==> src/rtl/counter_100_dw.sv <==
// counter_100_dw: free-running modulo-CNT_MAX counter.
//
// Parameters:
//   CNT_MAX       counter modulus, legal range 2..128; the count runs 0..CNT_MAX-1.
// Ports:
//   clk           sole clock; the count advances on each rising edge
//   reset_n       asynchronous reset, ACTIVE-HIGH despite its name; forces the count to 0
//   o_cnt         registered count, a continuous copy of the count register
//   o_always_cnt  the same count, driven through a combinational always block
module counter_100_dw #(
    parameter int unsigned CNT_MAX = 100
) (
    input  logic       clk,
    input  logic       reset_n,
    output logic [6:0] o_cnt,
    output logic [6:0] o_always_cnt
);

    localparam logic [6:0] CNT_LAST = 7'(CNT_MAX - 1);

    logic [6:0] r_cnt;
    logic [6:0] w_cnt_next;

    // Wrap is detected on the last legal value.
    // CNT_MAX itself is never loaded.
    always_comb begin
        w_cnt_next = r_cnt + 7'd1;
        if (r_cnt == CNT_LAST) begin
            w_cnt_next = 7'd0;
        end
    end

    // reset_n is active-high; the asynchronous clear wins over any coincident edge.
    always_ff @(posedge clk or posedge reset_n) begin
        if (reset_n) begin
            r_cnt <= 7'd0;
        end else begin
            r_cnt <= w_cnt_next;
        end
    end

    assign o_cnt = r_cnt;

    always_comb begin
        o_always_cnt = r_cnt;
    end

endmodule

==> config.mk <==
export PLATFORM = sky130hd
export DESIGN_NAME = counter_100_dw
export DESIGN_NICKNAME = d
export VERILOG_FILES = /design/src/rtl/counter_100_dw.sv
export SDC_FILE = /design/constraint.sdc
export NUM_CORES = 1
export LEC_CHECK = 0
export CORE_AREA = 3 3 40 42
export CTS_CLUSTER_DIAMETER = 120
export CTS_CLUSTER_SIZE = 30
export DETAILED_ROUTE_END_ITERATION = 7
export DIE_AREA = 0 0 43 45
export GPL_ROUTABILITY_DRIVEN = 1
export MAX_ROUTING_LAYER = met4
export SLEW_MARGIN = 20
export SYNTH_ARGS = -nofsm -noshare
export SYNTH_HDL_FRONTEND = slang
export SYNTH_SLANG_ARGS = --single-unit
==> constraint.sdc <==
create_clock -name clk -period 1.8 [get_ports clk]
set_input_delay 0.54 -clock clk [delete_from_list [all_inputs] [get_ports clk]]
set_output_delay 0.54 -clock clk [all_outputs]
set_load 0.005 [all_outputs]
### Word-level counts from Yosys, hierarchy flattened

Cells that the tools add are included.

* register bits after elaboration: 7
* input bits: 2
* word-level logic and storage cells: 4

* add/subtract/negate cells: 1
* equal/unequal tests: 1
* mux-type cells: 1

Operator list (number)
* 7-bit by 1-bit adder with 7-bit output (second input constant): 1
* 7-bit == test (second input constant): 1
* 7-bit 2-to-1 mux: 1

### Logic depth before layout (Yosys ltp)

* word-level depth: 2
* depth in mapped cells: 4

### Least setup slack after synthesis

OpenSTA, ideal clock, no wires.

* path type: reg-to-reg
* start point: reg r_cnt[0], in the netlist o_always_cnt[0]
* end point: reg r_cnt[6], in the netlist o_always_cnt[6]
* data arrival time: 1212 ps
* required time: 1677 ps
* slack: 465 ps
* stages on the path, launching flop included: 5
* buffers on the path: 0
* clock period less this slack: 1335 ps
* cell sequence: dfrtp_1 > ha_1 > nand2_1 > or4_1 > o221a_2

* longest elaborated chain between the ends: 2

Ends and longest elaborated chain
* start, declared: RTL line 21 `logic [6:0] r_cnt;`
* start signal, assigned: RTL line 38 `r_cnt <= w_cnt_next;`
* 7-bit by 1-bit adder with 7-bit output / 7-bit == test (equally long branches): RTL line 27, 28
* 7-bit 2-to-1 mux *: RTL line 28 `if (r_cnt == CNT_LAST) begin`
* net w_cnt_next[6]: RTL line 22 `logic [6:0] w_cnt_next;`

Mark *: on every way through the listed nets, which the timed path passes. The rest lies on a longest branch.

### Worst setup path in the final report

* start point: reg r_cnt[3], in the netlist o_always_cnt[3]
* end point: out o_always_cnt[3]

RTL lines
* end, declared: RTL line 16 `output logic [6:0] o_always_cnt`

No word-level cell between the ends.

==> impl_metrics.env <==
export IMPL_outcome="complete, no violations"
export IMPL_cts_made_buffers=3
export IMPL_via_per_inst=4.55
export IMPL_relSlewSlack_pct=82.7
export IMPL_fin_area_um2=518
export IMPL_hold_viol=0
export IMPL_maxCapViolations=0
export IMPL_synth_top_area_cell="dfrtp_1"
export IMPL_clk_latency_ps=250
export IMPL_setup_violations=0
export IMPL_cts_clk_slew_worst_paths_ps=50
export IMPL_start_util_pct=28.7
export IMPL_syn_cell_area_um2=369
export IMPL_period_share_pct=96.1
export IMPL_grt_pass1_wl_mm=1.22
export IMPL_drc=0
export IMPL_ys_seq_area_share_pct=47.5
export IMPL_max_freq_mhz=578
export IMPL_worstMarginPinSlew_ps=257
export IMPL_ys_top_cells_by_area="dfrtp_1 47%, buf_4 14%, ha_1 3.4%, inv_1 3.1%, nor2_1 3.1%"
export IMPL_max_stage_delay_ps=520
export IMPL_cts_root_buf="clkbuf_4"
export IMPL_layout_drive_gt1_share_pct=20.4
export IMPL_path_class="register to output pin"
export IMPL_ir_drop_v=0.000380
export IMPL_crit_path_max_fanout=7
export IMPL_gp_congestion=0.792
export IMPL_drv_slew=0
export IMPL_critPathLaunchType="register"
export IMPL_port_buffers=15
export IMPL_slowest_stage="clkdlybuf4s50_1"
export IMPL_critical_path_required_ps=1260
export IMPL_rsz0062_at_grt="false"
export IMPL_wl_per_cell_um=10.2
export IMPL_synth_nets=40
export IMPL_htree_levels=1
export IMPL_synth_edf_count=0
export IMPL_diodes=0
export IMPL_largest_reg_flops=7
export IMPL_antenna_found_initial=0
export IMPL_async_flop_share_pct=100
export IMPL_synth_warnings=0
export IMPL_die_w_um=43
export IMPL_wirelength_um=655
export IMPL_drtPass1Iterations=2
export IMPL_cp_top_family="buffers and inverters"
export IMPL_overflow=0
export IMPL_grt_max_degree=8
export IMPL_drt_iter0_markers=2
export IMPL_critPathArrivalTime_ps=1190
export IMPL_hold_path_class="register to register"
export IMPL_p_leak_nw=0.201
export IMPL_clkSinkCount=7
export IMPL_synth_cell_types=18
export IMPL_critPathCaptureType="output pin"
export IMPL_fp_dieArea_um2=1940
export IMPL_area_delta_synth_final_pct=40.3
export IMPL_period_needed_ps=1730
export IMPL_skew_ps=3.29
export IMPL_place_hpwl_um=511
export IMPL_cts_tree="done"
export IMPL_vias=291
export IMPL_core_area_um2=1280
export IMPL_placementRows=13
export IMPL_p_per_area_nw_per_um2=579
export IMPL_fin_tns_setup_ps=0
export IMPL_cts_buffer_depth=2
export IMPL_place_area_um2=485
export IMPL_path_cells="clkdlybuf4s50_1"
export IMPL_die_h_um=45
export IMPL_yosys_top_cells_count="7 x buf_4, 7 x dfrtp_1, 3 x inv_1, 3 x nor2_1"
export IMPL_fin_nets=53
export IMPL_io_pins=16
export IMPL_synth_cells=37
export IMPL_synth_main_ff_cell="dfrtp_1"
export IMPL_first_global_vias=270
export IMPL_synth_top_area_share_pct=47.5
export IMPL_ant_nets=0
export IMPL_path_buf_inv=1
export IMPL_syn_avg_cell_area_um2=9.98
export IMPL_cts_hold_buf=0
export IMPL_synth_seq_cells=7
export IMPL_track_usage_pct=9.02
==> final cells by class <==
cell class / instances / area [µm²]
fillers: 134 / 767
flip-flops and latches: 7 / 181
repair buffers: 15 / 150
well taps: 15 / 18.8
clock buffers: 4 / 26.3
inverters: 3 / 11.3
multi-input cells: 20 / 130
==> worst paths after layout <==
path	to	slack, ps	from	cells after the start
setup / recovery	o_always_cnt[3]	70	o_always_cnt[3]	1
hold / removal	o_always_cnt[0]	480	o_always_cnt[0]	1
setup reg to reg	o_always_cnt[6]	410	o_always_cnt[1]	4
hold reg to reg	o_always_cnt[0]	480	o_always_cnt[0]	1
max in group asynchronous	o_always_cnt[0]	1050	reset_n	2
min in group asynchronous	o_always_cnt[6]	520	reset_n	2
==> report_power, final <==
part	internal [mW]	switching [mW]	total (mW)	leakage, nW
sequential	0.158	0	0.158	0.0790
clock	0.0843	0.0531	0.137	0.0150
combinational	0.00202	0.00306	0.00509	0.107
==> layout by cell type, fill, tap and decap left out, drive strengths merged <==
master         synthesis  final
clkdlybuf4s50          0     15
dfrtp                  7      7
clkbuf                 0      4
inv                    3      3
nor2                   3      3
nand3                  3      3
nand2                  2      2
o21ai                  2      2
or3                    1      1
or3b                   1      1
nor3                   1      1
a21oi                  1      1
xnor2                  1      1
xor2                   1      1
o211ai                 1      1
or4                    1      1
o221a                  1      1
ha                     1      1
==> through the flow <==
step / worst slack, ps / instances / hold WS (ps) / power (mW) / utilization, %
floorplan: 465 / 37 / 343 / 0.163 / -
global placement: 272 / 60 / 507 / 0.166 / 37.8
detailed placement: 266 / 60 / 528 / 0.166 / 37.8
CTS: 20.1 / 64 / 525 / 0.308 / 39.9
global route: 25.5 / 64 / 531 / 0.320 / 40.3
finish: 70.6 / 64 / 483 / 0.300 / 40.3
==> per-layer routing <==
metal	wire [µm]	part of all wire [%]	vias up	global-route usage [%]
li1	-	-	145	-
met1	306	47	136	12.4
met2	286	44	10	10.8
met3	61	9.3	0	5.98
met4	0	0	0	1.81
met5	0	0	-	-
==> cells by family after synthesis <==
kind of cell             Yosys count  synth area share (%)
buffers and inverters             10                  17.3
AO/OA/AOI/OAI                      5                  9.15
XOR/XNOR                           2                  4.75
AND/OR/NAND/NOR                   12                  18.0
adder cells (fa/ha/maj)            1                  3.39
flip-flops                         7                  47.5
==> what timing repair did <==
action,in CTS,in global routing
gates resized for setup,1,4
endpoints found under the setup margin,2,7
buffers inserted,0,0
(Power assumes the default switching activity.)
